File: config.mk
export PLATFORM = sky130hd
export DESIGN_NAME = exp_adc_cmd_sched
export DESIGN_NICKNAME = d
export VERILOG_FILES = /design/src/rtl/exp_adc_pkg.sv /design/src/rtl/exp_adc_tick_gen.sv /design/src/rtl/exp_adc_cmd_sched.sv
export SDC_FILE = /design/constraint.sdc
export NUM_CORES = 1
export LEC_CHECK = 0
export ABC_AREA = 1
export CAP_MARGIN = 20
export CORE_MARGIN = 2
export CORE_UTILIZATION = 45
export CTS_CLUSTER_SIZE = 12
export DETAILED_ROUTE_END_ITERATION = 7
export PLACE_DENSITY_LB_ADDON = 0.3
export SLEW_MARGIN = 10
export SYNTH_ARGS = -nofsm -noshare
export SYNTH_HDL_FRONTEND = slang
export SYNTH_HIERARCHICAL = 1
export SYNTH_SLANG_ARGS = --single-unit
File: constraint.sdc
create_clock -name aclk -period 4.5 [get_ports aclk]
set_clock_uncertainty 0.15 [all_clocks]
set_input_delay 1.35 -clock aclk [delete_from_list [all_inputs] [get_ports aclk]]
set_output_delay 1.35 -clock aclk [all_outputs]
set_load 0.05 [all_outputs]
File: src/rtl/exp_adc_pkg.sv
// rtl/exp_adc_pkg.sv - shared types and constants for the ADC command scheduler
package exp_adc_pkg;

    typedef enum logic [1:0] {
        ST_IDLE      = 2'd0,
        ST_SEND      = 2'd1,
        ST_WAIT_DONE = 2'd2
    } sched_state_t;

    localparam logic        TUSER_CONV  = 1'b1;
    localparam logic        TUSER_CFG   = 1'b0;
    localparam int          DIV_MIN     = 2;
    localparam logic [15:0] OVERRUN_MAX = 16'hFFFF;

endpackage

File: src/rtl/exp_adc_tick_gen.sv
// rtl/exp_adc_tick_gen.sv - conversion period counter, pending flag and overrun counter
module exp_adc_tick_gen
    import exp_adc_pkg::*;
#(
    parameter int DIV_WIDTH = 32
) (
    input  logic                 aclk,
    input  logic                 areset,
    input  logic                 enable,
    input  logic [DIV_WIDTH-1:0] divider,
    input  logic                 take,
    input  logic                 clear,
    output logic                 pending,
    output logic [15:0]          overrun_count
);

    logic [DIV_WIDTH-1:0] count;
    logic [DIV_WIDTH-1:0] last;
    logic                 tick;
    logic                 overrun;

    always_comb begin
        last = (divider < DIV_WIDTH'(DIV_MIN)) ? DIV_WIDTH'(DIV_MIN - 1)
                                                : divider - DIV_WIDTH'(1);
    end

    // >= lets a shrunk divider wrap immediately instead of running to overflow
    assign tick    = enable && (count >= last);
    // A tick coinciding with the scheduler consuming the pending flag is not lost
    assign overrun = tick && pending && !take;

    always_ff @(posedge aclk) begin
        if (areset) begin
            count         <= '0;
            pending       <= 1'b0;
            overrun_count <= '0;
        end else begin
            if (!enable || count >= last)
                count <= '0;
            else
                count <= count + DIV_WIDTH'(1);

            if (!enable)
                pending <= 1'b0;
            else if (tick)
                pending <= 1'b1;
            else if (take)
                pending <= 1'b0;

            if (clear)
                overrun_count <= overrun ? 16'd1 : 16'd0;
            else if (overrun && overrun_count != OVERRUN_MAX)
                overrun_count <= overrun_count + 16'd1;
        end
    end

endmodule

File: src/rtl/exp_adc_cmd_sched.sv
// rtl/exp_adc_cmd_sched.sv - arbitrates periodic conversions and software commands into the SPI engine
module exp_adc_cmd_sched
    import exp_adc_pkg::*;
#(
    parameter int DATA_WIDTH     = 32,
    parameter int DIV_WIDTH      = 32,
    parameter int TIMEOUT_CYCLES = 4096
) (
    input  logic                  aclk,
    input  logic                  areset,
    input  logic                  enable,
    input  logic [DIV_WIDTH-1:0]  divider,
    input  logic [DATA_WIDTH-1:0] conv_cmd,
    input  logic [DATA_WIDTH-1:0] s_cfg_axis_tdata,
    input  logic                  s_cfg_axis_tvalid,
    output logic                  s_cfg_axis_tready,
    output logic [DATA_WIDTH-1:0] m_axis_tdata,
    output logic                  m_axis_tuser,
    output logic                  m_axis_tvalid,
    input  logic                  m_axis_tready,
    input  logic                  spi_done,
    input  logic                  clear_err,
    output logic                  busy,
    output logic                  timeout_err,
    output logic [15:0]           overrun_count
);

    localparam int TW = (TIMEOUT_CYCLES > 1) ? $clog2(TIMEOUT_CYCLES) : 1;

    sched_state_t   state;
    logic [TW-1:0]  tcnt;
    logic           pending;
    logic           take;
    logic           timeout_now;

    assign take              = (state == ST_IDLE) && pending;
    assign s_cfg_axis_tready = (state == ST_IDLE) && !pending;
    assign busy              = (state != ST_IDLE);
    assign timeout_now       = (state == ST_WAIT_DONE) && !spi_done
                               && (tcnt == TW'(TIMEOUT_CYCLES - 1));

    exp_adc_tick_gen #(
        .DIV_WIDTH(DIV_WIDTH)
    ) u_tick_gen (
        .aclk          (aclk),
        .areset        (areset),
        .enable        (enable),
        .divider       (divider),
        .take          (take),
        .clear         (clear_err),
        .pending       (pending),
        .overrun_count (overrun_count)
    );

    always_ff @(posedge aclk) begin
        if (areset) begin
            state         <= ST_IDLE;
            m_axis_tdata  <= '0;
            m_axis_tuser  <= 1'b0;
            m_axis_tvalid <= 1'b0;
            tcnt          <= '0;
            timeout_err   <= 1'b0;
        end else begin
            // A fresh timeout outranks a simultaneous clear
            if (timeout_now)
                timeout_err <= 1'b1;
            else if (clear_err)
                timeout_err <= 1'b0;

            case (state)
                ST_IDLE: begin
                    if (pending) begin
                        m_axis_tdata  <= conv_cmd;
                        m_axis_tuser  <= TUSER_CONV;
                        m_axis_tvalid <= 1'b1;
                        state         <= ST_SEND;
                    end else if (s_cfg_axis_tvalid) begin
                        m_axis_tdata  <= s_cfg_axis_tdata;
                        m_axis_tuser  <= TUSER_CFG;
                        m_axis_tvalid <= 1'b1;
                        state         <= ST_SEND;
                    end
                end
                ST_SEND: begin
                    if (m_axis_tready) begin
                        m_axis_tvalid <= 1'b0;
                        tcnt          <= '0;
                        state         <= ST_WAIT_DONE;
                    end
                end
                ST_WAIT_DONE: begin
                    if (spi_done || timeout_now)
                        state <= ST_IDLE;
                    else
                        tcnt <= tcnt + TW'(1);
                end
                default: state <= ST_IDLE;
            endcase
        end
    end

endmodule

==> impl_metrics.tcl, run 1 <==
set metrics [dict create \
    status "completed" \
    io_pins 156 \
    viasPerCell 4.89 \
    timing.rr.start "u_tick_gen/count[7]" \
    netlist_area_um2 6530 \
    final_antenna_net_count 0 \
    fin_crit_ns 4.40 \
    cpPeakStageDelay_ns 0.27 \
    hold_violations 0 \
    area_growth_pct 44.8 \
    met2_usage_pct 35.5 \
    nNetsFinal 1343 \
    synth_top_family_by_area "simple AND/OR/NAND/NOR gates" \
    multiInputGateArea_um2 4120 \
    slew_violations 0 \
    core_area_um2 14400 \
    timing.fmax_mhz 227 \
    grt_overflow 0 \
    setup_tns_ns 0 \
    cts_tree "yes" \
    synth_top_area_cell "dfxtp_1" \
    yosys-top-cells-area "dfxtp_1 30%, nand2_1 14%, nor2_1 7.5%" \
    final_core_util_pct 65.8 \
    dieArea_um2 15500 \
    dpl_cell_area_um2 8680 \
    postSynth.asyncResetShare_pct 0 \
    synth.avg_cell_area_um2 6.63 \
    clkTransAtPathRegs_ns 0.07 \
    synthAdderAreaFrac_pct 6.90 \
    grt_max_degree 65 \
    gp_congestion 0.835 \
    grt_pass1_vias 6395 \
    synth_top_area_share_pct 30.1 \
    regArea_um2 1960 \
    cts_buffers 9 \
    synth_common_cells "237 x nand2_1, 130 x nor2_1, 127 x inv_1" \
    crit_type "primary input to flip-flop" \
    worstHoldPathType "flip-flop to flip-flop" \
    grt_pass1_wl_um 27800 \
    cp-end-kind "flip-flop" \
    htree_levels 3 \
    fill_cells 1242 \
    synth-compound-area-share_pct 12.8 \
    yosysMostFrequentCell "nand2_1" \
    hpwl_um 12100 \
    syn_inst 984 \
    synth_edf_count 0 \
    drt_wl_total_um 16900 \
    drive_gt1_share_pct 18.0 \
    antenna_cells 0 \
    dp.cells 1360 \
    antenna_found_initial 0 \
    initial_utilization_pct 45.4 \
    p_leak_nw 4.08 \
    slowest_stage "ha_1" \
    clkSinkCount 98 \
    synthFlopType "dfxtp_1" \
    portBuffers 155 \
    worstSkewPairLatency_ns 0.34 \
    vias 6809 \
    synth-simple-area-share_pct 36.6 \
    r2r_cells 16 \
    grt_util_met3_pct 6.36 \
    drt_iter0_drc 329 \
    ys_seq_elements 98 \
    crit_family "simple AND/OR/NAND/NOR gates" \
    dr.pass1.iters 5 \
    power.total_mw 2.19 \
    fin_crit_sh_pct 97.7 \
    crit_start "divider[3]" \
    r2r-end "u_tick_gen/overrun_count[3]" \
    cts_root_buf "clkbuf_16" \
    crit_path_frequent_cell "nand2_1" \
    synthXorXnorAreaFrac_pct 3.76 \
    final_cells 1393 \
    crit_arrival_ns 4.47 \
    drcViolationCount 0 \
    max_cap_violations 0 \
    yosys-mux-area-fraction_pct 0 \
    use_met1_pct 25.8 \
    cts.path.max_buffers 2 \
    busiest_layer "met2" \
    design_area_um2 9450 \
    synth_warnings 6 \
    yosysUniqueCellTypes 47 \
    die_w_um 124 \
    p_per_area_nw_per_um2 232 \
    worst_ep_required_time_ns 4.58 \
    cp-endpoint "u_tick_gen/overrun_count[3]" \
    setup_ws_ns 0.102 \
    ys_seq_area_share_pct 30.1 \
    num_rows 44 \
    die_h_um 124 \
    synth_fp_nets 1123 \
    fin_hold_ws_ns 0.312 \
    wl_per_cell_um 12.2 \
    start_kind "primary input" \
    reg2reg_slack_ns 2.22 \
    max-slew-margin-rel_pct 42.5 \
    tightest_slew_ns 0.861 \
    crit_cells 25 \
    cp_max_fo 7 \
    setup_viol 0 \
    critPathBufInv 6 \
    grt.total_usage_pct 20.9 \
    place_ws_ns -0.424 \
    vdd_drop_max_mv 0.217 \
]
[cell families after synthesis]
family                     after synthesis
buffers and inverters                  159
adders and majority gates               36
and+or+nand+nor                        517
AOI/OAI and AO/OA                      146
DFF                                     98
xor gates and xnor gates                28
[registers in the layout, indices dropped and copies added, names as in the netlist]
register                  cells
m_axis_tuser                  1
m_axis_tvalid                 1
u_tick_gen/overrun_count     16
timeout_err                   1
state                         2
u_tick_gen/pending            1
tcnt                         12
m_axis_tdata                 32
u_tick_gen/count             32
[routing by layer]
| metal | part of all wire, % | wire, um |
|---|---|---|
| met1 | 44 | 7430 |
| met3 | 7.4 | 1250 |
| met2 | 47 | 8000 |
| met5 | 0 | 0 |
| met4 | 1.5 | 255 |
[tightest hold or removal path, delay by kind of cell, from the launching register on]
family / cells / cell delay, ns
AO/OA/AOI/OAI: 1 / 0.05
flip-flops: 1 / 0.31
AND/OR/NAND/NOR: 1 / 0.06
[area by class of cell]
cell class,count,area share (%)
Multi-Input combinational cell,727,43.6
Timing Repair Buffer,235,24.5
Sequential cell,98,20.8
Inverter,133,5.30
Tap cell,184,2.44
Clock buffer,9,2.38
Clock inverter,7,0.993
[report_power, final]
group | internal (mW) | switching [mW] | total [mW] | leakage, nW
combinational | 0.203 | 0.252 | 0.456 | 3.13
clock | 0.486 | 0.336 | 0.822 | 0.151
sequential | 0.898 | 0.0163 | 0.915 | 0.798
total | 1.59 | 0.604 | 2.19 | 4.08
[worst min path at each step]
stage,start,endpoint,slack [ns],cells past startpoint
final,m_axis_tvalid,m_axis_tvalid,0.31,2
after detailed placement,m_axis_tvalid,m_axis_tvalid,0.31,2
after CTS,m_axis_tvalid,m_axis_tvalid,0.31,2
after global placement,m_axis_tvalid,m_axis_tvalid,0.30,2
after floorplan,u_tick_gen/count[0],u_tick_gen/count[0],0.29,1
after global routing,m_axis_tvalid,m_axis_tvalid,0.33,2
[cells in the final DEF (no fill, tap or decap), drive strengths merged, types with 5 or more instances in the layout]
| cell type | n |
|---|---|
| or2 | 12 |
| clkdlybuf4s50 | 135 |
| dfxtp | 98 |
| ha | 36 |
| clkinv | 5 |
| buf | 79 |
| nor4 | 5 |
| clkbuf | 12 |
| inv | 131 |
| a31oi | 33 |
| dlymetal6s2s | 16 |
| nand2 | 250 |
| nand3 | 59 |
| nand4 | 10 |
| o21ai | 62 |
| nor2 | 149 |
| a21oi | 37 |
| xor2 | 18 |
| xnor2 | 10 |
| nor3 | 25 |
[timing repair]
item                                    CTS  global route
endpoints found under the setup margin   14            49
pin swaps                                 9            40
hold buffers                              0             0
gates resized for setup                  14            82
setup buffers                             5             9
cloned                                    2             1
hold endpoints to repair                  0             0
Note: power is estimated with default switching activity, not from simulation.
==> run 2, diff against run 1 <==
--- a/config.mk
+++ b/config.mk
@@ -9,6 +9,7 @@
 export CAP_MARGIN = 20
 export CORE_MARGIN = 2
 export CORE_UTILIZATION = 45
+export CTS_CLUSTER_DIAMETER = 80
 export CTS_CLUSTER_SIZE = 12
 export DETAILED_ROUTE_END_ITERATION = 7
 export PLACE_DENSITY_LB_ADDON = 0.3
==> constraint.sdc (replaced) <==
create_clock -name aclk -period 5 [get_ports aclk]
set_clock_uncertainty 0.15 [all_clocks]
set_input_delay 1.5 -clock aclk [delete_from_list [all_inputs] [get_ports aclk]]
set_output_delay 1.5 -clock aclk [all_outputs]
set_load 0.05 [all_outputs]
==> impl_metrics.tcl, run 2 (synthesis gave the netlist of run 1 again) <==
set metrics [dict create \
    drive_gt1_share_pct 11.1 \
    combinationalPowerShare_pct 19.7 \
    crit_family "simple AND/OR/NAND/NOR gates" \
    fill_cells 1343 \
    pwr-share-clk_pct 37.0 \
    slew_violations 0 \
    drt_iter0_drc 227 \
    crit_path_frequent_cell "nand2_1" \
    slowest_stage "clkdlybuf4s50_1" \
    cts_tree "yes" \
    dieArea_um2 15500 \
    die_h_um 124 \
    seqPwrFrac_pct 43.3 \
    min-delay-start "m_axis_tvalid" \
    htree_levels 3 \
    worstSkewPairLatency_ns 0.34 \
    final_cell_mix "237 x nand2_1, 152 x clkdlybuf4s50_1, 127 x nor2_1" \
    crit_arrival_ns 4.83 \
    cts_root_buf "clkbuf_16" \
    setup_ws_ns 0.247 \
    cts.path.max_buffers 2 \
    timing.fmax_mhz 210 \
    status "completed" \
    die_w_um 124 \
    grt_max_degree 65 \
    largestRegisters "m_axis_tdata (32), u_tick_gen/count (32), u_tick_gen/overrun_count (16)" \
    cp-end-kind "flip-flop" \
    max_cap_violations 0 \
    io_pins 156 \
    antenna_cells 0 \
    r2r_cells 11 \
    r2r-end "u_tick_gen/overrun_count[12]" \
    hold_violations 0 \
    vdd_drop_max_mv 0.193 \
    p_leak_nw 3.64 \
    grt.total_usage_pct 20.2 \
    hpwl_um 12000 \
    core_area_um2 14400 \
    cp_max_fo 7 \
    worst_ep_required_time_ns 5.08 \
    start_kind "primary input" \
    antenna_found_initial 0 \
    place_ws_ns -0.0732 \
    dpl_cell_area_um2 8390 \
    grt_pass1_vias 6073 \
    max-slew-margin-rel_pct 42.8 \
    nNetsFinal 1294 \
    final_core_util_pct 61.3 \
    final_antenna_net_count 0 \
    setup_viol 0 \
    area_growth_pct 34.8 \
    path_cells "clkdlybuf4s50_1 -> inv_1 -> nand2_1 -> nor2_2 -> nand4_1 -> nor3_2 -> nand3_1 -> nor3_2 -> or2_2 -> nand3_1 -> ha_1 -> nand2_1 -> nor2_2 -> nand2_1 -> nor2_1 -> nand2_1 -> nand2_2 -> nand3_4 -> clkbuf_16 -> nand2_1 -> o21ai_2 -> inv_2 -> nor2_2" \
    gp_congestion 0.845 \
    clkTransAtPathRegs_ns 0.06 \
    worstHoldPathType "flip-flop to flip-flop" \
    tightest_slew_ns 0.856 \
    critPathBufInv 4 \
    timing.rr.start "u_tick_gen/pending" \
    initial_utilization_pct 45.4 \
    fin_hold_ws_ns 0.322 \
    dr.pass1.iters 4 \
    clkSinkCount 98 \
    num_rows 44 \
    p_int_mw 1.39 \
    setup_tns_ns 0 \
    crit_start "divider[3]" \
    crit_type "primary input to flip-flop" \
    fin_crit_sh_pct 95.1 \
    cts_buffers 9 \
    hold_path_end "m_axis_tvalid" \
    portBuffers 155 \
    p_sw_share_pct 27.2 \
    p_per_area_nw_per_um2 216 \
    reg2reg_slack_ns 2.39 \
    fin_crit_ns 4.75 \
    hold_depth 2 \
    power.switching_uw 517 \
    final_common_cell "nand2_1" \
    drcViolationCount 0 \
    grt_pass1_wl_um 26700 \
    grt_overflow 0 \
    vias 6513 \
    viasPerCell 4.85 \
    drt_wl_total_um 15900 \
    wl_per_cell_um 11.8 \
    design_area_um2 8800 \
    cpPeakStageDelay_ns 0.44 \
]
[run 2: cell types whose count changed in the layout (fill, tap and decap cells not counted), moves of 5 or more]
cell | previous run | this run
inv_2 | 13 | 6
inv_1 | 118 | 125
nor2_1 | 118 | 127
buf_4 | 68 | 25
nand2_2 | 19 | 11
clkdlybuf4s50_1 | 135 | 152
nand2_1 | 228 | 237
nand3_1 | 44 | 49
nor2_2 | 19 | 14
dlymetal6s2s_1 | 16 | 3
[run 2: layout make-up]
| type | instances | area, um^2 | share of cell area, % |
|---|---|---|---|
| clock inverters | 4 | 50.0 | 0.569 |
| inverters | 133 | 500 | 5.69 |
| well taps | 184 | 230 | 2.62 |
| repair buffers | 186 | 1860 | 21.1 |
| multi-input cells | 727 | 3940 | 44.8 |
| clock buffers | 12 | 256 | 2.91 |
| flip-flops and latches | 98 | 1960 | 22.3 |
[run 2: what timing repair did]
action	4_1_cts	5_1_grt
hold buffers	0	0
buffers inserted	0	3
gates resized for setup	0	15
setup endpoints to repair	0	21
endpoints found under the hold margin	0	0
[run 2: how the worst max path moves through the flow]
stage / slack, ns / cells after the start / end
after floorplan: 0.71 / 23 / u_tick_gen/overrun_count[12]
after global placement: 0.02 / 24 / u_tick_gen/overrun_count[12]
after detailed placement: -0.07 / 24 / u_tick_gen/overrun_count[10]
after CTS: 0.27 / 23 / u_tick_gen/overrun_count[10]
after global routing: -0.006 / 22 / u_tick_gen/overrun_count[14]
final: 0.25 / 23 / u_tick_gen/overrun_count[12]
[run 2: metrics by stage]
stage / power (mW) / cells
after floorplan: 1.05 / 984
after global placement: 1.21 / 1323
after detailed placement: 1.22 / 1323
after CTS: 1.93 / 1339
after global routing: 2.00 / 1344
final: 1.90 / 1344
[run 2: layer usage]
| layer | vias up | GRT usage [%] | wire length, um |
|---|---|---|---|
| met5 | - | 0 | 0 |
| met4 | 0 | 6.81 | 264 |
| met3 | 17 | 5.33 | 1070 |
| met2 | 148 | 33.5 | 7220 |
| met1 | 2845 | 25.4 | 7350 |
| li1 | 3503 | - | - |
[run 2: worst min-delay path, cell delays in order, from the launching register on]
cell     delay, ns
dfxtp_1       0.31
nand2_1       0.06
a21oi_1       0.05
[run 2: power groups by stage]
stage | Clock (mW) | Sequential (mW) | Combinational [mW]
after floorplan | 0 | 0.926 | 0.119
after global placement | 0 | 0.840 | 0.375
after detailed placement | 0 | 0.841 | 0.376
after CTS | 0.726 | 0.823 | 0.378
after global routing | 0.762 | 0.826 | 0.408
final | 0.703 | 0.823 | 0.375
==> run 3, diff against run 2 <==
--- a/config.mk
+++ b/config.mk
@@ -12,6 +12,7 @@
 export CTS_CLUSTER_DIAMETER = 80
 export CTS_CLUSTER_SIZE = 12
 export DETAILED_ROUTE_END_ITERATION = 7
+export MAX_ROUTING_LAYER = met4
 export PLACE_DENSITY_LB_ADDON = 0.3
 export SLEW_MARGIN = 10
 export SYNTH_ARGS = -nofsm -noshare
==> constraint.sdc (replaced) <==
create_clock -name aclk -period 5.4 [get_ports aclk]
set_clock_uncertainty 0.15 [all_clocks]
set_input_delay 1.62 -clock aclk [delete_from_list [all_inputs] [get_ports aclk]]
set_output_delay 1.62 -clock aclk [all_outputs]
set_load 0.05 [all_outputs]
==> impl_metrics.tcl, run 3 (synthesis gave the netlist of run 1 again) <==
set metrics [dict create \
    vias 6390 \
    final_core_util_pct 59.5 \
    cts_root_buf "clkbuf_16" \
    hold_path_end "m_axis_tvalid" \
    grt_max_degree 65 \
    cts.path.max_buffers 2 \
    crit_path_frequent_cell "nand2_1" \
    nNetsFinal 1274 \
    area_growth_pct 31.0 \
    regArea_um2 1960 \
    max_cap_violations 0 \
    min-delay-start "m_axis_tvalid" \
    viasPerCell 4.83 \
    htree_levels 3 \
    drcViolationCount 0 \
    fin_hold_ws_ns 0.315 \
    num_rows 44 \
    p_per_area_nw_per_um2 198 \
    fin_crit_ns 4.91 \
    die_w_um 124 \
    cp-end-kind "flip-flop" \
    grt_overflow 0 \
    vdd_drop_max_mv 0.160 \
    drt_wl_total_um 15500 \
    setup_tns_ns 0 \
    drive_gt1_share_pct 8.77 \
    timing.rr.start "u_tick_gen/pending" \
    start_kind "primary input" \
    place_ws_ns 0.0512 \
    max-slew-margin-rel_pct 43.1 \
    worst_ep_required_time_ns 5.51 \
    antenna_cells 0 \
    slowest_stage "clkdlybuf4s50_1" \
    fin_crit_sh_pct 90.9 \
    core_area_um2 14400 \
    cts_buffers 9 \
    multiInputGateArea_um2 3940 \
    cts_hold_buf 0 \
    r2r_cells 10 \
    grt_pass1_vias 6103 \
    initial_utilization_pct 45.4 \
    gp_congestion 0.845 \
    status "completed" \
    reg2reg_slack_ns 2.94 \
    tightest_slew_ns 0.853 \
    hpwl_um 11800 \
    clkTransAtPathRegs_ns 0.06 \
    largestRegisters "m_axis_tdata (32), u_tick_gen/count (32), u_tick_gen/overrun_count (16)" \
    hold_violations 0 \
    cts_tree "yes" \
    crit_arrival_ns 5.03 \
    grt.total_usage_pct 20.7 \
    grt_pass1_wl_um 26500 \
    p_leak_nw 3.49 \
    clkSinkCount 98 \
    final_cell_mix "237 x nand2_1, 155 x clkdlybuf4s50_1, 128 x nor2_1" \
    drt_iter0_drc 210 \
    io_pins 156 \
    final_antenna_net_count 0 \
    dr.pass1.iters 4 \
    slew_violations 0 \
    portBuffers 155 \
    cpPeakStageDelay_ns 0.46 \
    setup_viol 0 \
    worstSkewPairLatency_ns 0.34 \
    fill_cells 1358 \
    rsz0062_at_grt "no" \
    final_common_cell "nand2_1" \
    dieArea_um2 15500 \
    die_h_um 124 \
    crit_type "primary input to flip-flop" \
    antenna_found_initial 0 \
    hold_depth 2 \
    r2r-end "u_tick_gen/overrun_count[11]" \
    cp_max_fo 16 \
    worstHoldPathType "flip-flop to flip-flop" \
    timing.fmax_mhz 204 \
    wl_per_cell_um 11.7 \
    setup_ws_ns 0.489 \
]
run 3: cell types whose count changed in the layout (fill, tap and decap cells not counted), moves of 2 or more:
cell / delta
buf_6: -2
buf_4: -16
inv_2: -2
nor3_2: -2
inv_1: +2
clkdlybuf4s50_1: +3
clkbuf_16: -2
o21ai_0: +2
clkbuf_1: +3
dlymetal6s2s_1: -3
run 3: how the worst max path moves through the flow:
stage | startpoint | endpoint | slack [ns] | cells after the start
after floorplan | divider[0] | u_tick_gen/overrun_count[12] | 0.99 | 23
after global placement | divider[1] | u_tick_gen/overrun_count[0] | 0.19 | 22
after detailed placement | divider[1] | u_tick_gen/overrun_count[7] | 0.05 | 28
after CTS | divider[1] | u_tick_gen/overrun_count[7] | 0.40 | 28
after global routing | divider[1] | u_tick_gen/overrun_count[3] | 0.04 | 29
final | divider[1] | u_tick_gen/overrun_count[7] | 0.49 | 29
run 3: cell type report:
type,instances,share of cell area (%)
Multi-Input combinational cell,727,46.0
Clock inverter,2,0.146
Inverter,133,5.85
Tap cell,184,2.69
Timing Repair Buffer,166,19.4
Sequential cell,98,22.9
Clock buffer,14,2.97
run 3: metal layers:
layer  vias to the layer above  GRT usage (%)  share of wire (%)  routed length (um)
li1                       3461              -                  -                   -
met3                        19           5.46                7.0                1080
met4                         0           7.80                1.9                 299
met5                         -              -                  0                   0
met1                      2762           24.8                 46                7180
met2                       148           33.5                 45                6920
run 3: per-stage QoR:
step | power (mW) | std cells | area [um^2]
finish | 1.69 | 1324 | 8550
global route | 1.78 | 1324 | 8550
CTS | 1.71 | 1322 | 8530
detailed placement | 1.12 | 1306 | 8260
global placement | 1.12 | 1306 | 8260
floorplan | 0.968 | 984 | 6530
run 3: critical path: cells and delay by family:
family	cells	cell delay, ns
buf+inv	7	1.07
simple gates	16	1.45
fa+ha+maj	2	0.41
compound gates	4	0.47
run 3: what timing repair did:
action	in CTS	in global routing
setup endpoints to repair	0	12
resized for setup	0	3
buffers inserted	0	2
run 3: power by group:
part	internal (mW)	leakage [nW]	switching [mW]
clock network	0.325	0.127	0.258
registers	0.749	0.798	0.0137
logic	0.148	2.56	0.196
total	1.22	3.49	0.468
